**config.mk**
```make
export PLATFORM = sky130hd
export DESIGN_NAME = stream_access_control
export DESIGN_NICKNAME = d
export VERILOG_FILES = /design/src/rtl/stream_access_control.sv
export SDC_FILE = /design/constraint.sdc
export NUM_CORES = 1
export LEC_CHECK = 0
export ABC_CLOCK_PERIOD_IN_PS = 2500
export CORE_ASPECT_RATIO = 2
export CORE_UTILIZATION = 45
export CTS_BUF_LIST = sky130_fd_sc_hd__clkbuf_4
export DETAILED_ROUTE_END_ITERATION = 7
export GPL_TIMING_DRIVEN = 1
export PLACE_DENSITY = 0.8
export SLEW_MARGIN = 20
export SYNTH_ARGS = -nofsm -noshare
export SYNTH_HDL_FRONTEND = slang
export SYNTH_SLANG_ARGS = --single-unit
```
**constraint.sdc**
```tcl
create_clock -name clk -period 2.5 [get_ports clk]
set_clock_uncertainty 0.2 [all_clocks]
set_input_delay 0.5 -clock clk [delete_from_list [all_inputs] [get_ports clk]]
set_output_delay 0.5 -clock clk [all_outputs]
set_load 0.02 [all_outputs]
```
**src/rtl/stream_access_control.sv**
```systemverilog
// stream_access_control: PL-side access controller between the AXI-Stream
// video ports and the up-sampling core.
// - Gates the source and result streams on UPSTART.
// - Counts beats and generates the result tlast/tuser framing.
// - At end of frame, writes UPSTAT through the register-file PL write port.
// Optional build macro AC_TLAST_CHECK_EN adds input-row tlast checking with a
// sticky ac_err_tlast flag, which is reported in UPSTAT bit 2.
module stream_access_control #(
  parameter int CRF_DATA_WIDTH  = 32,
  parameter int CRF_ADDR_WIDTH  = 32,
  parameter int AXIS_DATA_WIDTH = 24,
  parameter int SRC_WIDTH       = 960,
  parameter int SRC_HEIGHT      = 540,
  parameter int SCALE           = 4
) (
  input  logic                       clk,
  input  logic                       rst_n,
  input  logic                       crf_ac_UPSTART,
  input  logic                       crf_ac_UPEND,
  input  logic                       crf_ac_wbusy,
  input  logic [CRF_DATA_WIDTH-1:0]  crf_ac_UPINHSKCNT,
  output logic                       ac_crf_wrt,
  output logic [CRF_ADDR_WIDTH-1:0]  ac_crf_waddr,
  output logic [CRF_DATA_WIDTH-1:0]  ac_crf_wdata,
  output logic                       ac_crf_axisi_tvalid,
  output logic                       ac_crf_axisi_tready,
  output logic                       ac_crf_axiso_tvalid,
  output logic                       ac_crf_axiso_tready,
  output logic                       ac_crf_processing,
  input  logic                       s_axis_tvalid,
  output logic                       s_axis_tready,
  input  logic [AXIS_DATA_WIDTH-1:0] s_axis_tdata,
  input  logic                       s_axis_tlast,
  input  logic                       s_axis_tuser,
  output logic                       ac_up_tvalid,
  input  logic                       up_ac_tready,
  output logic [AXIS_DATA_WIDTH-1:0] ac_up_tdata,
  input  logic                       up_ac_tvalid,
  output logic                       ac_up_tready,
  input  logic [AXIS_DATA_WIDTH-1:0] up_ac_tdata,
  output logic                       m_axis_tvalid,
  input  logic                       m_axis_tready,
  output logic [AXIS_DATA_WIDTH-1:0] m_axis_tdata,
  output logic                       m_axis_tlast,
  output logic                       m_axis_tuser,
  output logic                       ac_err_tlast
);

  localparam logic [31:0] IN_BEATS  = 32'(SRC_WIDTH * SRC_HEIGHT);
  localparam logic [31:0] OUT_LAST  = 32'(SRC_WIDTH * SRC_HEIGHT * SCALE * SCALE - 1);
  localparam logic [31:0] ROW_LAST  = 32'(SRC_WIDTH * SCALE - 1);

  typedef enum logic [1:0] {IDLE, PROC, FINISH, DONE} state_t;

  state_t      state, state_nxt;
  logic [31:0] in_cnt, out_cnt, out_col;
  logic        in_en, out_en, in_hs, out_hs, start;
  logic        err_tlast;

  // The upstream source tuser and the debug handshake count are not consumed.
  logic unused_inputs;
  assign unused_inputs = s_axis_tuser ^ (^crf_ac_UPINHSKCNT);

  // Input is cut off once the frame's source beats are in; output runs all of PROC.
  assign in_en  = (state == PROC) && (in_cnt < IN_BEATS);
  assign out_en = (state == PROC);

  assign ac_up_tvalid  = s_axis_tvalid & in_en;
  assign s_axis_tready = up_ac_tready & in_en;
  assign m_axis_tvalid = up_ac_tvalid & out_en;
  assign ac_up_tready  = m_axis_tready & out_en;
  assign ac_up_tdata   = s_axis_tdata;
  assign m_axis_tdata  = up_ac_tdata;

  assign in_hs  = ac_up_tvalid & s_axis_tready;
  assign out_hs = m_axis_tvalid & ac_up_tready;

  assign m_axis_tuser = m_axis_tvalid & (out_cnt == 32'd0);
  assign m_axis_tlast = m_axis_tvalid & (out_col == ROW_LAST);

  assign ac_crf_axisi_tvalid = ac_up_tvalid;
  assign ac_crf_axisi_tready = s_axis_tready;
  assign ac_crf_axiso_tvalid = m_axis_tvalid;
  assign ac_crf_axiso_tready = ac_up_tready;
  assign ac_crf_processing   = (state == PROC);
  assign ac_err_tlast        = err_tlast;

  assign start = (state == IDLE) && (state_nxt == PROC);

  // State register.
  always_ff @(posedge clk) begin
    if (!rst_n) state <= IDLE;
    else        state <= state_nxt;
  end

  // Next-state logic and the UPSTAT write request raised in FINISH.
  always_comb begin
    state_nxt    = state;
    ac_crf_wrt   = 1'b0;
    ac_crf_waddr = '0;
    ac_crf_wdata = '0;
    case (state)
      IDLE: begin
        if (crf_ac_UPSTART && !crf_ac_UPEND) state_nxt = PROC;
      end
      PROC: begin
        if (!crf_ac_UPSTART)                      state_nxt = IDLE;
        else if (out_hs && (out_cnt == OUT_LAST)) state_nxt = FINISH;
      end
      FINISH: begin
        ac_crf_wrt      = 1'b1;
        ac_crf_wdata[1] = 1'b1;
        ac_crf_wdata[2] = err_tlast;
        if (!crf_ac_wbusy) state_nxt = DONE;
      end
      DONE: begin
        if (!crf_ac_UPSTART && !crf_ac_UPEND) state_nxt = IDLE;
      end
      default: state_nxt = IDLE;
    endcase
  end

  // Beat counters run only in PROC; outside it they are held at zero so
  // every frame (including one restarted after an abort) begins from zero.
  always_ff @(posedge clk) begin
    if (!rst_n || (state != PROC)) begin
      in_cnt  <= '0;
      out_cnt <= '0;
      out_col <= '0;
    end else begin
      if (in_hs)  in_cnt  <= in_cnt + 32'd1;
      if (out_hs) out_cnt <= out_cnt + 32'd1;
      if (out_hs) out_col <= (out_col == ROW_LAST) ? 32'd0 : out_col + 32'd1;
    end
  end

`ifdef AC_TLAST_CHECK_EN
  localparam logic [31:0] IN_COL_LAST = 32'(SRC_WIDTH - 1);

  logic [31:0] in_col;

  // Input row position; tlast must mark exactly the last source column.
  always_ff @(posedge clk) begin
    if (!rst_n) begin
      in_col    <= '0;
      err_tlast <= 1'b0;
    end else if (start) begin
      in_col    <= '0;
      err_tlast <= 1'b0;
    end else if (in_hs) begin
      in_col <= (in_col == IN_COL_LAST) ? 32'd0 : in_col + 32'd1;
      if (s_axis_tlast != (in_col == IN_COL_LAST)) err_tlast <= 1'b1;
    end
  end
`else
  logic unused_tlast;
  assign unused_tlast = s_axis_tlast ^ start;
  assign err_tlast    = 1'b0;
`endif

endmodule

```
==> run metrics, run 1 <==
Final TNS setup=-1.04 ns; critical path startpoint category=flop; I/O pin count=216; post-cts hold buffer count=0; CP Cell Sequence=nor4_4 -> nand4_1 -> or4_4 -> nor4_4 -> buf_4; Power, Total=~2.6 mW; pre-CTS WS=-0.498 ns; initial drt markers=224; first-pass GRT wire length=~19000 um; failing checks=setup timing; Slew HR=0.630; layout cells sized above 1=0.239; Setup crit end kind=output port; status=complete, but fails checks; PortBufs=21; kind of critical path=reg2out; Max Transition Viols Final=0; Final Cycle Share=1.20; CTS tree=built; Most used DFF post-synth=dfxtp_1; Post-synth EDFFs=0; Period minus WS final=3.00 ns; Netlist Area Pre-Place=0.00548 mm2; Yosys Warn Count=0; First-pass DRT Iterations=4; CTS buffer count=9; # Max-Cap Violations=0; Worst-Skew Late Latency=approximately 0.47 ns; Post-DRT Antenna Nets=0; Reg clk slew, reported paths=0.15 ns; drc violations=0; largest net degree at the start of global routing=27; final wirelength=11600 um; Yosys top cell area share=0.358; synth top area cells=dfxtp_1 36%, buf_4 16%, xor2_1 5.3%; Layout area overhead=10.8%; routed len/inst=roughly 14 um; antenna violations before repair=1; worst setup margin=-0.500 ns; crit-path most repeated cell=nor4_4; DPL Wire Length=8550 um; Cells after Synth=~650; Power Density=~420 mW/mm2; Die W=80.0 um; H-tree levels=3; leading area contributor after synthesis=dfxtp_1; # clock sinks=98; Leak=2.32 nW; initial core utilization=0.466; vias per inst=5.21; Post-synth ARST share=0; CP max FO=2; # rows=56; GR Overflow Total=0; CTS Root Cell=clkbuf_4; fill count=1089; slowest CP cell=or4_4; Tot GR Track Use=0.189; WP data required=about 1.8 ns; Slew @ Worst Pin=approximately 0.55 ns; die area=0.0127 mm2; fin nets=786; synth unique cells=48; maximum resistive drop on vdd=0.000263 V; max incr delay on CP=0.57 ns; Placeable Area=0.0118 mm2; Hold Vio Cnt, Final=0; RSZ-0062 raised after global routing=true; CTS max path bufs=2; achievable clock frequency=around 330 MHz; min-delay worst type=reg2reg; DIE HEIGHT=between 150 and 200 um; vias in the first global route=approximately 4300; Seq cells post-synth=98; Seq/Total Area, Yosys=0.358; vias post-DR=4389; syn_area_per_cell=roughly 8.5 um2; Final setup viols=5; placer's final routability congestion estimate=0.815; worst path arrival time=2.30 ns
## kinds of logic after synthesis
kind of cell	synth area share
xor gates and xnor gates	0.0943
AOI/OAI and AO/OA	0.0555
DFF	0.358
and+or+nand+nor	0.294
adders and majority gates	0.00913
other	0.000684
buffers and inverters	0.189
## cells in the final DEF (no fill, tap or decap), drive strengths merged, types with 17 or more instances in the layout
cell type  instances
nor2              72
nand2             38
nand3             30
nand4             30
nor4              30
xor2              33
a21oi             20
conb              64
and3              22
buf               97
or3               17
dfxtp             98
xnor2             26
## worst paths after layout
kind,start,endpoint,slack [ns],depth (start not counted)
setup / recovery,out_col[15],m_axis_tlast,-0.50,5
hold / removal,out_col[1],out_col[1],0.29,2
setup reg to reg,in_cnt[20],in_cnt[17],0.15,7
hold reg to reg,out_col[1],out_col[1],0.29,2
## cell usage after synthesis (all sizes together), types with 17 or more instances
cell     n
and3    22
or3     17
nor2    72
dfxtp   98
nand2   38
a21oi   20
xnor2   26
nor4    30
buf    131
nand3   30
xor2    33
nand4   30
## layer usage
metal  vias up  wire, um  share of wire  global-route usage
met5         -         0              0                   0
met4         0       763          0.066               0.149
met3        71       535          0.046              0.0323
met2       154      6340           0.54               0.366
met1      2018      3990           0.34               0.164
li1       2146         -              -                   -
## metrics by stage
| step | cells | instance area (um2) | util | hold slack [ns] |
|---|---|---|---|---|
| CTS | 839 | 6020 | 0.511 | 0.290 |
| global placement | 822 | 5800 | 0.493 | 0.252 |
| finish | 842 | 6070 | 0.516 | 0.290 |
| global route | 842 | 6070 | 0.516 | 0.305 |
| floorplan | 709 | 5720 | - | 0.231 |
| detailed placement | 822 | 5800 | 0.493 | 0.259 |
## cell type report
| class | count | area [um2] | area share |
|---|---|---|---|
| Multi-Input combinational cell | 460 | 2850 | 0.470 |
| Sequential cell | 98 | 1980 | 0.325 |
| Timing Repair Buffer | 112 | 893 | 0.147 |
| Tap cell | 145 | 181 | 0.0299 |
| Clock buffer | 10 | 75.1 | 0.0124 |
| Clock inverter | 6 | 56.3 | 0.00927 |
| Inverter | 10 | 37.5 | 0.00618 |
| Antenna cell | 1 | 2.50 | 0.000412 |
## where the power goes
part	internal (mW)	switching, mW
Combinational	0.0443	0.135
Clock	0.239	0.578
Sequential	1.56	0.00103
## critical path: cells and delay by family, from the launching register on
| kind | cells | cell delay (ns) |
|---|---|---|
| buffers and inverters | 1 | 0.18 |
| AND/OR/NAND/NOR | 4 | 1.29 |
| flip-flops | 1 | 0.36 |
## timing repair
| action | 4_1_cts | 5_1_grt |
|---|---|---|
| cloned | 0 | 1 |
| pin swaps | 12 | 9 |
| gates resized for setup | 66 | 13 |
| endpoints found under the setup margin | 13 | 9 |
| buffers inserted | 2 | 1 |
## registers in the layout (all words and copies together), names as in the netlist, named ones only
| name | cells |
|---|---|
| in_cnt | 32 |
| out_cnt | 32 |
| out_col | 32 |
| state | 1 |
Note: power is estimated with default switching activity, not from simulation.
==> run 2: changes to the inputs <==
Settings changed: CELL_PAD_IN_SITES_DETAIL_PLACEMENT set to 1, CELL_PAD_IN_SITES_GLOBAL_PLACEMENT set to 2, CORE_UTILIZATION 45 to 25, PLACE_DENSITY 0.8 to 0.82.
==> run 2 against run 1 <==
Compared with the run above:
- the run still ends with setup timing left
- sequential cell count unchanged
- setup slack improved by 0.11 ns
- sequential power about the same
- cell area increased by 0.97%
- fmax increased by 3.7%
- wire length increased by 8.8%
- first-iteration DRC count decreased by 68%
- sequential share of layout area decreased by 0.21 points
- total power increased by 3.5%
- clock power increased by 11%
- non-clock buffer count decreased by 18
- clock-buffer cell count increased by 1
- largest power group unchanged
- highest routed layer unchanged
==> run metrics, run 2 (same netlist as run 1, synthesis figures left out) <==
first-pass GRT wire length=20900 um; register area=slightly below 0.002 mm2; RSZ-0062 raised after global routing=true; layout cells sized above 1=0.230; Final TNS setup=-0.900 ns; Slew HR=0.582; vias in the first global route=4387; pre-CTS WS=-0.537 ns; Final Core Density=0.285; final wirelength=roughly 13000 um; switching power total=712 uW; Final setup viols=6; initial drt markers=72; CTS Root Cell=clkbuf_4; Largest regs=in_cnt x32, out_cnt x32, out_col x32; PortBufs=21; I/O pin count=approximately 220; Post-DRT Antenna Nets=0; critical path startpoint category=flop; multi-input logic area=0.00288 mm2; placer's final routability congestion estimate=0.750; CTS buffer count=9; status=complete, but fails checks; Period minus WS final=between 2 and 3 ns; Placeable Area=0.0215 mm2; WP data required=between 1.5 and 2 ns; routed len/inst=between 10 and 15 um; # clock sinks=98; Max Transition Viols Final=0; fin nets=767; fill count=about 2600; Power Internal=1.94 mW; drc violations=0; antenna violations before repair=1; GR Overflow Total=0; Die W=about 110 um; net switching share of the total power=0.269; Leak=2.24 nW; Power Density=432 mW/mm2; Final Cycle Share=1.16; First-pass DRT Iterations=4; Slew @ Worst Pin=0.628 ns; CTS tree=built; # rows=76; Setup crit end kind=output port; DIE HEIGHT=211 um; H-tree levels=3; most frequent cells in the layout=86 x dfxtp_1, 73 x buf_4, 71 x nor2_1; die area=about 0.023 mm2; initial core utilization=0.255; CTS max path bufs=2; Tot GR Track Use=0.118; Power, Total=2.65 mW; Reg clk slew, reported paths=roughly 0.15 ns; most common cell after layout, fill and taps aside=dfxtp_1; Worst-Skew Late Latency=about 0.5 ns; failing checks=setup timing; Hold Vio Cnt, Final=0; largest net degree at the start of global routing=30; kind of critical path=reg2out; post-layout instance area=0.00613 mm2; worst path arrival time=around 2.2 ns; maximum resistive drop on vdd=just under 0.0003 V; min-delay worst type=reg2reg; Flop pwr share=0.589; vias per inst=around 4.5; vias post-DR=4303; DPL Wire Length=9590 um; Placed Area=around 0.0058 mm2; Clk pwr share=0.343; Logic pwr share=0.068; # Max-Cap Violations=0; worst setup margin=-0.392 ns; CP max FO=2; achievable clock frequency=around 350 MHz; Layout area overhead=11.9%
==> run 2: cell count changes in the layout (fill, tap and decap cells not counted), moves of 2 or more <==
cell	change
buf_2	+2
buf_4	-18
dfxtp_1	-3
dfxtp_2	+2
dlygate4sd2_1	-2
inv_8	-2
nor4_1	-2
nor4_4	+2
==> run 2: worst max-delay path: stages (launching register included) <==
cell,delay (ns)
dfxtp_2,0.36
nor4_4,0.25
nand4_1,0.14
or4_4,0.57
nor4_4,0.18
buf_4,0.19
==> run 2: path summary, 6_finish.rpt <==
path,from,to,slack (ns),cells past startpoint
hold / removal,out_col[1],out_col[1],0.29,2
setup / recovery,out_col[15],m_axis_tlast,-0.39,5
hold reg to reg,out_col[1],out_col[1],0.29,2
setup reg to reg,out_cnt[0],flop,0.11,10
==> run 2: through the flow <==
| step | instances | hold WS [ns] |
|---|---|---|
| floorplan | 709 | 0.231 |
| global placement | 926 | 0.263 |
| detailed placement | 926 | 0.269 |
| CTS | 948 | 0.296 |
| global route | 951 | 0.308 |
| finish | 951 | 0.293 |
==> run 2: area by class of cell <==
type | count | area share
Inverter | 10 | 0.00673
Antenna cell | 1 | 0.000408
Multi-Input combinational cell | 459 | 0.470
Clock buffer | 11 | 0.0135
Clock inverter | 5 | 0.0100
Tap cell | 273 | 0.0557
Timing Repair Buffer | 94 | 0.121
Sequential cell | 98 | 0.323
==> run 2: timing repair <==
item                                    4_1_cts  5_1_grt
endpoints found under the setup margin       13       10
pin swaps                                    11        4
gates resized for setup                      76       16
hold buffers                                  0        0
setup buffers                                 6        2
==> run 2: power by group through the flow <==
stage | combinational, mW | sequential, mW | clock (mW)
after floorplan | 0.316 | 1.60 | 0
after global placement | 0.173 | 1.60 | 0
after detailed placement | 0.174 | 1.60 | 0
after CTS | 0.179 | 1.56 | 0.952
after global routing | 0.192 | 1.56 | 1.00
final | 0.179 | 1.56 | 0.909
==> run 2: per-layer routing <==
layer	up-vias	GRT usage	wire length, um
met5	-	0	0
met4	0	0.0652	394
met3	37	0.0203	484
met2	90	0.243	7520
met1	2083	0.103	4260
li1	2093	-	-
